File: src/rtl/handshake_tx.sv
// handshake_tx: ready/valid transmitter with a 2-entry FIFO.
// Upstream words {in2, in1} are accepted on in_valid/in_ready. They are
// presented downstream on handshake_valid/handshake_ready together with a
// reduction bit: out = (|in1) & (&in1), which is 1 only when in1 is all ones.
// The bit is computed when the word is accepted. All outputs except in_ready
// are derived from registered state. The head entry holds stable under
// back-pressure.
//
// Ports:
//   CLK              in   sole clock, rising edge
//   ASYNCRESETN      in   asynchronous active-low reset
//   in1, in2         in   upstream payload, low/high half (WIDTH bits each)
//   in_valid         in   upstream word present
//   in_ready         out  word can be accepted this cycle
//   out_data         out  head entry {in2, in1}
//   out              out  head entry reduction bit
//   handshake_valid  out  head entry valid downstream
//   handshake_ready  in   downstream takes the head this cycle
//   stall_cnt        out  saturating count of stalled valid cycles
//                         (only when HANDSHAKE_TX_STALL_CNT_EN is defined)
//
// Optional feature macro: HANDSHAKE_TX_STALL_CNT_EN
module handshake_tx #(
  parameter int unsigned WIDTH = 4
) (
  input  logic               CLK,
  input  logic               ASYNCRESETN,
  input  logic [WIDTH-1:0]   in1,
  input  logic [WIDTH-1:0]   in2,
  input  logic               in_valid,
  output logic               in_ready,
`ifdef HANDSHAKE_TX_STALL_CNT_EN
  output logic [7:0]         stall_cnt,
`endif
  output logic [2*WIDTH-1:0] out_data,
  output logic               out,
  output logic               handshake_valid,
  input  logic               handshake_ready
);

  localparam int unsigned EntryW = 2 * WIDTH + 1;

  // State encodes occupancy directly: 0, 1 or 2 buffered words.
  typedef enum logic [1:0] {
    StEmpty = 2'd0,
    StOne   = 2'd1,
    StFull  = 2'd2
  } state_e;

  state_e            state_q, state_d;
  logic              rd_q, rd_d;
  logic              wr_q, wr_d;
  logic [EntryW-1:0] mem_q [2];
  logic [EntryW-1:0] head;
  logic              push, pop;
  logic              red_bit;

  assign red_bit = (|in1) & (&in1);

  always_comb begin
    // in_ready is gated by reset so nothing is accepted while reset is held.
    in_ready        = (state_q != StFull) & ASYNCRESETN;
    handshake_valid = (state_q != StEmpty);
    push            = in_valid & in_ready;
    pop             = handshake_valid & handshake_ready;
    rd_d            = rd_q ^ pop;
    wr_d            = wr_q ^ push;

    state_d = state_q;
    unique case (state_q)
      StEmpty: if (push) state_d = StOne;
      StOne: begin
        if (push && !pop)      state_d = StFull;
        else if (pop && !push) state_d = StEmpty;
      end
      StFull:  if (pop) state_d = StOne;
      default: state_d = StEmpty;
    endcase
  end

  always_ff @(posedge CLK or negedge ASYNCRESETN) begin
    if (!ASYNCRESETN) begin
      state_q <= StEmpty;
      rd_q    <= 1'b0;
      wr_q    <= 1'b0;
    end else begin
      state_q <= state_d;
      rd_q    <= rd_d;
      wr_q    <= wr_d;
    end
  end

  // Entries are reset so that out_data/out read 0 after reset.
  always_ff @(posedge CLK or negedge ASYNCRESETN) begin
    if (!ASYNCRESETN) begin
      for (int i = 0; i < 2; i++) mem_q[i] <= '0;
    end else if (push) begin
      mem_q[wr_q] <= {in2, in1, red_bit};
    end
  end

  always_comb begin
    head     = mem_q[rd_q];
    out_data = head[EntryW-1:1];
    out      = head[0];
  end

`ifdef HANDSHAKE_TX_STALL_CNT_EN
  logic [7:0] stall_q, stall_d;

  always_comb begin
    stall_d = stall_q;
    if (handshake_valid && !handshake_ready && (stall_q != 8'hFF)) begin
      stall_d = stall_q + 8'd1;
    end
  end

  always_ff @(posedge CLK or negedge ASYNCRESETN) begin
    if (!ASYNCRESETN) stall_q <= 8'd0;
    else              stall_q <= stall_d;
  end

  assign stall_cnt = stall_q;
`endif

endmodule

File: config.mk
export PLATFORM = sky130hd
export DESIGN_NAME = handshake_tx
export DESIGN_NICKNAME = d
export VERILOG_FILES = /design/src/rtl/handshake_tx.sv
export SDC_FILE = /design/constraint.sdc
export NUM_CORES = 1
export LEC_CHECK = 0
export CORE_MARGIN = 2
export CORE_UTILIZATION = 30
export CTS_CLUSTER_SIZE = 24
export DETAILED_ROUTE_END_ITERATION = 10
export SETUP_SLACK_MARGIN = 0.5
export SLEW_MARGIN = 20
export SYNTH_ARGS = -nofsm -noshare
export SYNTH_HDL_FRONTEND = slang
export SYNTH_SLANG_ARGS = --single-unit
File: constraint.sdc
create_clock -name CLK -period 2.1 [get_ports CLK]
set_clock_uncertainty 0.2 [all_clocks]
set_input_delay 0.42 -clock CLK [delete_from_list [all_inputs] [get_ports CLK]]
set_output_delay 0.42 -clock CLK [all_outputs]
set_load 0.01 [all_outputs]
---- Yosys cells after proc, flatten, opt, wreduce, memory -nomap -nowiden ----
Cells that the tools add are included.
cells by class
  $add $sub $neg .......................... 0
  multiply operators ...................... 0
  div/mod/pow operators ................... 0
  $lt $le $gt $ge ......................... 3
  equal/unequal tests ..................... 6
  shift-type cells ........................ 0
  mux-type cells .......................... 11
  bitwise logic cells ..................... 8
  reduce and logical (&&, ||, !) cells .... 10
operators by type and width
  operator                                                  number
  two-way mux 9 bit                                         4
  bitwise mux 18 bit                                        1
  demux 9 bit (select 1 bit)                                1
  two-way mux 2 bit                                         4
  inequality test 2 bit, second input constant              3
  case mux 2 bit (3 select lines)                           1
  bitwise AND 1 bit                                         4
  greater-or-equal comparator 2 bit, second input constant  2
  NOT 1 -> 2 bit                                            2
  AND reduction 4 bit                                       1
  OR reduction 4 bit                                        1
  logical AND 1 bit                                         3
  inequality test 3 bit, second input constant              1
  AND reduction 3 bit                                       1
  equality test 2 x 1 -> 1 bit, second input constant       1
  equality test 2 bit, second input constant                1
  zero test 1 bit                                           2
  zero test 2 bit                                           1
  < comparator 2 x 1 -> 1 bit, second input constant        1
  nonzero test 2 bit                                        1
  XOR 1 bit                                                 2
word-level totals
  register bits after elaboration ......... 22
  latch bits .............................. 0
  bits in writable memories ............... 0
  memory bits (read-only) ................. 0
  bits of input ports ..................... 12
  output and inout bits ................... 11
  logic and storage cells ................. 43
  memories ................................ 0

---- Logic depth before layout (Yosys ltp) ----
Gate-level depths: netlist of run 1.
  word-level depth ........................ 8
  mapped depth ............................ 5
  mapped depth without buffers ............ 5

---- Least setup slack after synthesis of run 1 ----
No wires, ideal clock.
  kind .................................... flip-flop to flip-flop
  start ................................... register state_q[0]
  end ..................................... register mem_q[10] (netlist bit)
  setup time .............................. 0.125 ns
  arrival time ............................ 1.397 ns
  required time ........................... 1.775 ns
  setup slack ............................. 0.378 ns
  stages on the path, launching flop included .. 6
  buffers on the path ..................... 1
  clock period less this slack ............ 1.722 ns
  cells stage by stage .................... dfrtp_1 > nand2b_1 > and3_1 > ha_1 > buf_6 > mux2_4
on the way
  longest elaborated chain between the ends .. 3
ends and longest elaborated chain
  what                             line  text
  from (decl)                      50    state_e state_q, state_d;
  from (signal assigned)           83    state_q <= StEmpty;
  from (signal assigned)           87    state_q <= state_d;
  inequality test 2 bit            62    in_ready = (state_q != StFull) & ASYNCRESETN;
  bitwise AND 1 bit                62
  bitwise AND 1 bit                64    push = in_valid & in_ready;
  to (signal, indexed assignment)  98    mem_q[wr_q] <= {in2, in1, red_bit};
  to (decl)                        53    logic [EntryW-1:0] mem_q [2];
No other way between the ends.
A chain may end at the register's enable or synchronous reset.

---- Final worst setup path of run 1 ----
  start ................................... register rd_q
  end ..................................... output out_data[5]
on the way
  longest elaborated chain between the ends .. 4
ends and longest elaborated chain
  what                                                   line  text
  from (decl)                                            51    logic rd_q, rd_d;
  from (signal assigned)                                 88    rd_q <= rd_d;
  NOT 1 -> 2 bit (implied by the code)                   103   head = mem_q[rd_q];
  two-way mux 9 bit (implied by the code) (3 in series)  103
  to (decl)                                              35    output logic [2*WIDTH-1:0] out_data,
No other way between the ends. The select of a mux whose other input is x is not followed.

==> run_results.csv, run 1 <==
group,metric,value,unit
outcome,status,"finished clean",
final_layout,area_growth,48.9,%
cts,cts.sinks,22,
min_path,hp-class,"input pin to asynchronous set/reset pin",
final_layout,antenna_cells,0,
placement,dp_hpwl,1400,µm
timing,worst_pin_slew,292,ps
timing,slew_violations,0,
power_and_ir_drop,power.density,1380,nW/µm²
die,ios,23,
setup_path,path_class,"flip-flop to primary output",
placement,dp.cells,141,
synthesis,yosysWarnings,0,
setup_path,critical_path.cell_chain,"buf_6, mux2_4, buf_6",
timing,max_freq,542,MHz
power_and_ir_drop,p_leak,0.000777,µW
synthesis,ys.flop_type,"dfrtp_1",
power_and_ir_drop,p_comb_frac,0.569,
placement,dpl_worst_slack,-126,ps
route,antenna_left,0,
global_routing,antenna_found_initial,0,
cts,numCtsBuffers,3,
cts,htree_levels,1,
timing,rsz0062_at_grt,"yes",
route,num_vias,690,
timing,tns,0,ps
final_layout,layout.nets,127,
die,num_rows,22,
timing,setup_slack,254,ps
setup_path,required,1480,ps
placement,dpl_cell_area,1450,µm²
route,first_pass_iters,2,
synthesis,synth_most_common_cell,"mux2_4",
synthesis,synth_top_area_frac,0.486,
die,dieArea,4290,µm²
synthesis,syn-cell-area,1130,µm²
setup_path,cpPeakStageDelay,400,ps
route,drt_iter0_drc,16,
synthesis,syn_inst,70,
synthesis,ys_ff_latch,22,
setup_path,cp-start-kind,"flip-flop",
synthesis,synth_commonest_cells,"mux2_4 (27), dfrtp_1 (22), buf_6 (3), ha_1 (3), nand3b_1 (3)",
setup_path,cp-end-kind,"primary output",
run,cap_violations,0,
die,die_width,65.5,µm
synthesis,synth_area_leaders,"dfrtp_1 (49%), mux2_4 (36%), ha_1 (3.3%), buf_6 (3.0%), nand3b_1 (2.0%)",
placement,io_buffers,22,
cts,insertion_delay,250,ps
die,die_h,65.5,µm
setup_path,cp_common_cell,"buf_6",
setup_path,critPathArrivalTime,1230,ps
synthesis,synth_area_leader_cell,"dfrtp_1",
power_and_ir_drop,ir_drop,0.000329,V
cts,clk_transition_reported_paths,80,ps
route,top_layer,"met4",
final_layout,drive_above_1_share,0.645,
cts,cts_root_buf,"clkbuf_8",
final_layout,num-fill-cells,341,
timing,relSlewSlack,0.805,
global_routing,grt_remaining_overflow,0,
synthesis,synth_enable_flop_cells,0,
power_and_ir_drop,power,2320,µW
route,vias_per_cell,4.37,
power_and_ir_drop,seq_power_share,0.320,
route,wl_met3,51,µm
synthesis,async_flop_share,1.00,
cts,cts_buffer_depth,2,
power_and_ir_drop,p_sw,663,µW
timing,setup_viol,0,
setup_path,crit_fanout,6,
setup_path,slowest_stage,"dfrtp_1",
timing,period_minus_slack,1850,ps
placement,place.gp.congestion,0.616,
global_routing,grt_pass1_wl,3950,µm
route,met2_length,1120,µm
die,core,3630,µm²
final_layout,instances_no_fill,158,
power_and_ir_drop,clkPwrFrac,0.111,
global_routing,grt_use_total,0.122,
power_and_ir_drop,internal-power,1660,µW
final_layout,fin_area,1690,µm²
synthesis,synth_seq_area_share,0.486,
route,wirelength,2280,µm
timing,period_share,0.879,
route,wl_per_cell,14.4,µm
die,start_util,0.312,
global_routing,grt_pass1_vias,773,
route,drc,0,
cts,cts_tree,"built",
global_routing,grt_max_degree,23,
synthesis,syn_avg_cell_area,16.2,µm²
cts,ctsHoldBuffers,0,
synthesis,syn_nets,85,
timing,hold_violations,0,
power_and_ir_drop,p_sw_frac,0.285,
synthesis,synth.distinct_cells,16,
route,m1WireLength,1080,µm
path summary, 6_finish.rpt:
| kind | startpoint | end | slack, ps | depth (start not counted) |
|---|---|---|---|---|
| max in group asynchronous | ASYNCRESETN | state_q[1]$_DFFE_PN0P_ | 1300 | 2 |
| worst max register to register | state_q[1]$_DFFE_PN0P_ | mem_q[11]$_DFFE_PN0P_ | 350 | 6 |
| worst min register to register | mem_q[15]$_DFFE_PN0P_ | mem_q[15]$_DFFE_PN0P_ | 310 | 1 |
| worst min-delay path | ASYNCRESETN | mem_q[14]$_DFFE_PN0P_ | 160 | 2 |
| min in group CLK | mem_q[15]$_DFFE_PN0P_ | mem_q[15]$_DFFE_PN0P_ | 310 | 1 |
| worst max-delay path | rd_q$_DFF_PN0_ | out_data[5] | 250 | 3 |
final cells by class:
| class | instances | area [µm²] | share of cell area |
|---|---|---|---|
| Multi-Input combinational cell | 43 | 611 | 0.362 |
| Tap cell | 48 | 60.1 | 0.0356 |
| Timing Repair Buffer | 40 | 415 | 0.246 |
| Clock buffer | 3 | 41.3 | 0.0245 |
| Sequential cell | 22 | 553 | 0.328 |
| Inverter | 2 | 7.51 | 0.00445 |
worst max-delay path, delay by kind of cell (launching register included):
family	cells	cell delay [ps]
multiplexers	1	300
flip-flops	1	400
buffers and inverters	2	270
registers in the layout (all words and copies together) (netlist names):
signal	cells
rd_q	1
wr_q	1
mem_q	18
state_q	2
layer usage:
metal  up-vias  GRT usage
met5         -          0
met4         0     0.0547
met3         2     0.0103
met2        12      0.195
met1       348      0.168
li1        328          -
through the flow:
stage	util	hold WS (ps)
after global routing	0.465	188
after floorplan	-	-75.6
after CTS	0.452	151
after detailed placement	0.398	296
final	0.465	158
after global placement	0.398	292
power groups by stage:
stage	sequential, µW	combinational (µW)	clock (µW)
after global placement	737	1090	0
after global routing	771	1420	286
after floorplan	718	748	0
after CTS	742	1280	264
after detailed placement	753	1100	0
final	743	1320	258
repair_timing:
item / CTS / global route
setup buffers: 12 / 2
gates resized for setup: 69 / 10
endpoints found under the hold margin: 0 / 0
setup endpoints to repair: 31 / 31
pin swaps: 2 / 8
cells by family after synthesis:
| kind of cell | synth area share |
|---|---|
| multiplexers | 0.358 |
| flip-flops | 0.486 |
| AND/OR/NAND/NOR | 0.0662 |
| buffers and inverters | 0.0364 |
| adder cells (fa/ha/maj) | 0.0331 |
| AO/OA/AOI/OAI | 0.0132 |
| XOR/XNOR | 0.00773 |
placed cells by master, fill, tap and decap left out, drive strengths merged, types with 2 or more instances in the layout:
cell	Yosys	final
mux2	27	27
nand3b	3	3
inv	2	2
ha	3	3
dlygate4sd2	0	2
clkbuf	0	3
buf	3	29
dfrtp	22	22
clkdlybuf4s50	0	9
No activity file was read; power rests on OpenSTA's default activity.
==> run 2: changes to the inputs <==
- ABC_CLOCK_PERIOD_IN_PS: not set -> 1700
- RECOVER_POWER: not set -> 50
- clock period: 2.1 -> 1.7 ns (I/O delays scaled with it)
==> run 2 against run 1 <==
Compared with the run above: the run now ends with setup timing left; via count shrank 0.14%; final area up 0.89%; clock power is 44% higher; total power increased by 26%; worst hold slack gained 32 ps; combinational power increased by 25%; die area is the same; sequential power is 22% higher; sequential share of layout area decreased by 0.36 points; global-route usage fell by 0.51 points; flip-flop and latch count is the same; largest cell class unchanged.
==> run_results.csv, run 2 (synthesized netlist as in run 1, its figures left out) <==
group,metric,value,unit
run,cap_violations,0,
power_and_ir_drop,p_leak,0.000790,µW
cts,cts_buffer_depth,2,
die,dieArea,4290,µm²
final_layout,biggestRegsByFlops,"mem_q x18, state_q x2",
outcome,violations,"setup timing",
placement,dpl_cell_area,1460,µm²
cts,insertion_delay,260,ps
power_and_ir_drop,p_sw,826,µW
cts,htree_levels,1,
route,drt_iter0_drc,25,
final_layout,layout.nets,127,
timing,slew_violations,0,
route,antenna_left,0,
route,drc,0,
placement,dp_hpwl,1460,µm
die,die_h,65.5,µm
setup_path,reg2reg_from,"state_q[1]$_DFFE_PN0P_",
power_and_ir_drop,clkPwrFrac,0.127,
timing,max_freq,562,MHz
placement,io_buffers,22,
final_layout,final_util,0.469,
setup_path,critPathLaunch,"rd_q$_DFF_PN0_",
setup_path,cp-start-kind,"flip-flop",
outcome,status,"complete, but fails checks",
final_layout,multi_input_area,612,µm²
route,vias_per_cell,4.33,
timing,hold_violations,0,
final_layout,fin_area,1700,µm²
final_layout,instances_no_fill,159,
final_layout,antenna_cells,0,
power_and_ir_drop,power.density,1720,nW/µm²
global_routing,grt_pass1_wl,3680,µm
placement,place.gp.congestion,0.706,
min_path,hp-class,"input pin to asynchronous set/reset pin",
setup_path,path_class,"flip-flop to primary output",
timing,relSlewSlack,0.624,
cts,cts_root_buf,"clkbuf_8",
cts,numCtsBuffers,3,
global_routing,grt_remaining_overflow,0,
final_layout,area_growth,50.2,%
power_and_ir_drop,p_sw_frac,0.282,
global_routing,antenna_found_initial,0,
die,start_util,0.312,
final_layout,largest_reg_flops,18,
final_layout,final_cell_mix,"mux2_4 (27), buf_6 (23), dfrtp_1 (21)",
route,wirelength,2230,µm
final_layout,final_common_cell,"mux2_4",
die,core,3630,µm²
timing,period_minus_slack,1780,ps
timing,setup_viol,27,
setup_path,required,1160,ps
setup_path,crit_fanout,6,
global_routing,grt_max_degree,23,
setup_path,critPathArrivalTime,1240,ps
power_and_ir_drop,ir_drop,0.000401,V
timing,worst_pin_slew,564,ps
power_and_ir_drop,internal-power,2100,µW
final_layout,largest_register,"mem_q",
cts,ctsHoldBuffers,0,
timing,setup_slack,-80.7,ps
die,ios,23,
final_layout,drive_above_1_share,0.649,
final_layout,num-fill-cells,334,
placement,dp.cells,143,
die,die_width,65.5,µm
cts,cts_tree,"built",
die,num_rows,22,
route,first_pass_iters,4,
global_routing,grt_pass1_vias,741,
route,wl_per_cell,14.0,µm
cts,cts.sinks,22,
power_and_ir_drop,seq_power_share,0.310,
cts,clk_transition_reported_paths,80,ps
power_and_ir_drop,p_comb_frac,0.563,
timing,period_share,1.05,
global_routing,grt_use_total,0.117,
route,num_vias,689,
timing,rsz0062_at_grt,"yes",
setup_path,cp-end-kind,"primary output",
final_layout,final-seq-area,552,µm²
-- run 2: cell types whose count changed in the layout (fill, tap and decap cells not counted) --
cell / before / now
buf_4: 7 / 4
buf_6: 20 / 23
buf_8: 2 / 1
clkbuf_2: 0 / 1
clkbuf_8: 3 / 4
dfrtp_1: 20 / 21
dfrtp_2: 2 / 1
inv_1: 2 / 1
inv_2: 0 / 1
o22ai_1: 0 / 1
o22ai_2: 1 / 0
xnor2_1: 1 / 0
xnor2_2: 0 / 1
-- run 2: area by class of cell --
cell class	instances	share of cell area
inverter	2	0.00441
multi-input combinational	43	0.359
clock buffer	4	0.0323
timing repair buffer	40	0.245
sequential	22	0.324
tap	48	0.0353
-- run 2: metrics by stage --
stage	worst slack [ps]	hold slack [ps]	total power [µW]	TNS, ps
after global routing	-116	250	3090	-2110
after detailed placement	-386	299	2320	-8230
after floorplan	73.6	-156	1810	0
after CTS	-95.0	87.2	2950	-1300
after global placement	-385	293	2290	-7910
final	-80.7	189	2930	-1110
-- run 2: layer usage --
metal | routed length, µm | global-route usage | part of all wire | vias to the layer above
met5 | 0 | 0 | 0 | -
met3 | 73 | 0.0240 | 0.033 | 5
met2 | 1100 | 0.191 | 0.49 | 16
li1 | - | - | - | 329
met1 | 1010 | 0.145 | 0.45 | 339
met4 | 47 | 0.0625 | 0.021 | 0
-- run 2: worst max-delay path: stages, from the launching register on --
cell	delay [ps]
dfrtp_1	400
buf_6	150
mux2_4	300
buf_6	120
-- run 2: worst paths after layout --
path	endpoint	slack, ps	depth (start not counted)
max	out_data[6]	-80	3
min	state_q[0]$_DFFE_PN0P_	190	2
max reg2reg	mem_q[6]$_DFFE_PN0P_	-40	6
min reg2reg	mem_q[12]$_DFFE_PN0P_	310	1
max in group asynchronous	state_q[1]$_DFFE_PN0P_	710	2
min in group CLK	state_q[1]$_DFFE_PN0P_	300	2
-- run 2: power by group through the flow --
stage / Combinational, µW / Sequential (µW) / Clock (µW)
after global placement: 1390 / 903 / 0
after CTS: 1650 / 909 / 392
after floorplan: 924 / 888 / 0
after detailed placement: 1400 / 916 / 0
after global routing: 1740 / 938 / 412
final: 1650 / 909 / 371
-- run 2: what timing repair did --
item | 4_1_cts | 5_1_grt
endpoints found under the hold margin | 0 | 0
setup buffers | 11 | 1
setup endpoints to repair | 33 | 33
resized for setup | 78 | 1
pin swaps | 6 | 3
==> run 3: changes to the inputs <==
- PLACE_DENSITY: not set -> 0.59
==> run 3 against run 2 <==
Compared with the run above: the flow still finishes with violations (setup timing); combinational power grew 2%; final area grew 2.9%; worst hold slack gained 20 ps; routed wire length grew 5.6%; sequential share of layout area shrank 0.83 points; final cell count is the same; global-route usage grew 0.42 points.
==> run_results.csv, run 3 (synthesized netlist as in run 1, its figures left out) <==
group,metric,value,unit
cts,cts_buffer_depth,2,
route,drt_iter0_drc,18,
setup_path,cp-end-kind,"primary output",
setup_path,path_delay_family,"flip-flops",
route,wl_per_cell,14.8,µm
outcome,status,"complete, but fails checks",
route,num_vias,720,
global_routing,grt_pass1_vias,797,
cts,cts_tree,"built",
timing,max_freq,545,MHz
route,drc,0,
final_layout,final_util,0.482,
min_path,hp-class,"input pin to asynchronous set/reset pin",
setup_path,path_class,"flip-flop to primary output",
cts,cts.sinks,22,
setup_path,critPathArrivalTime,1290,ps
power_and_ir_drop,ir_drop,0.000772,V
die,ios,23,
route,first_pass_iters,4,
final_layout,final_cell_mix,"mux2_4 (27), buf_6 (21), dfrtp_1 (20)",
die,die_h,65.5,µm
placement,dpl_cell_area,1470,µm²
global_routing,grt_use_total,0.121,
timing,hold_violations,0,
setup_path,cpPeakStageDelay,460,ps
final_layout,instances_no_fill,159,
setup_path,slowest_stage,"dfrtp_2",
outcome,violations,"setup timing",
die,die_width,65.5,µm
die,num_rows,22,
placement,dp.cells,142,
final_layout,biggestRegsByFlops,"mem_q x18, state_q x2",
placement,io_buffers,22,
final_layout,antenna_cells,0,
setup_path,cp-start-kind,"flip-flop",
power_and_ir_drop,power,3100,µW
timing,hold_slack,209,ps
die,core,3630,µm²
timing,relSlewSlack,0.620,
final_layout,drive_above_1_share,0.667,
timing,rsz0062_at_grt,"yes",
setup_path,critical_path.cell_chain,"buf_12, mux2_4, buf_6",
setup_path,critical_path_buf_inv_count,2,
final_layout,largest_register,"mem_q",
timing,setup_slack,-134,ps
power_and_ir_drop,p_leak,0.000807,µW
die,start_util,0.312,
cts,clk_transition_reported_paths,80,ps
global_routing,grt_pass1_wl,3890,µm
power_and_ir_drop,power.density,1770,nW/µm²
cts,numCtsBuffers,3,
timing,period_minus_slack,1830,ps
global_routing,grt_max_degree,23,
final_layout,layout.nets,127,
cts,ctsHoldBuffers,0,
final_layout,fin_area,1750,µm²
cts,cts_root_buf,"clkbuf_8",
final_layout,final_common_cell,"mux2_4",
final_layout,largest_reg_flops,18,
route,wirelength,2350,µm
route,vias_per_cell,4.53,
setup_path,required,1160,ps
die,dieArea,4290,µm²
placement,place.gp.congestion,0.759,
final_layout,num-fill-cells,352,
timing,period_share,1.08,
final_layout,area_growth,54.5,%
setup_path,crit_fanout,5,
global_routing,grt_remaining_overflow,0,
timing,worst_pin_slew,570,ps
cts,htree_levels,1,
timing,setup_viol,28,
run,cap_violations,0,
route,antenna_left,0,
cts,insertion_delay,260,ps
timing,slew_violations,0,
global_routing,antenna_found_initial,0,
placement,dp_hpwl,1430,µm
==> run 3: metrics by stage <==
stage	setup WS (ps)	setup TNS, ps
finish	-134	-1680
global route	-171	-3120
CTS	-148	-1440
detailed placement	-382	-8180
global placement	-383	-7820
floorplan	73.6	0
==> run 3: worst reg2reg max path, stage by stage (launching register included) <==
cell and delay, ps:
dfrtp_2 420, buf_6 130, nand2b_4 70, and3_4 220
ha_4 150, buf_8 130, mux2_4 300
==> run 3: path summary, 6_finish.rpt <==
| path | start | slack (ps) | to | cells past startpoint |
|---|---|---|---|---|
| min reg2reg | mem_q[11]$_DFFE_PN0P_ | 320 | mem_q[11]$_DFFE_PN0P_ | 1 |
| max | rd_q$_DFF_PN0_ | -130 | out_data[7] | 3 |
| max reg2reg | state_q[1]$_DFFE_PN0P_ | -40 | mem_q[2]$_DFFE_PN0P_ | 6 |
| min in group CLK | mem_q[11]$_DFFE_PN0P_ | 320 | mem_q[11]$_DFFE_PN0P_ | 1 |
| max in group asynchronous | ASYNCRESETN | 680 | state_q[1]$_DFFE_PN0P_ | 2 |
| min | ASYNCRESETN | 210 | mem_q[17]$_DFFE_PN0P_ | 2 |
==> run 3: routing by layer <==
metal / wire (µm) / global-route usage
met4: 15 / 0.0339
met1: 1040 / 0.148
met2: 1190 / 0.204
met5: 0 / 0
met3: 105 / 0.0411
==> run 3: final cells by class <==
cell class	instances	area, µm²	share of cell area
Clock buffer	3	41.3	0.0236
Clock inverter	1	30.0	0.0171
Tap cell	48	60.1	0.0343
Timing Repair Buffer	40	442	0.252
Multi-Input combinational cell	43	618	0.353
Inverter	2	7.51	0.00429
Sequential cell	22	553	0.316
==> run 3: where the power goes <==
group	leakage (µW)	total [µW]	switching, µW	internal, µW
Sequential	0.000264	928	160	768
Combinational	0.000508	1690	514	1170
Clock	0.0000357	488	173	314
==> run 3: repair_timing <==
action | CTS | global route
gates cloned | 1 | 0
endpoints found under the setup margin | 33 | 33
pin swaps | 6 | 3
buffers inserted | 12 | 0
resized for setup | 76 | 4
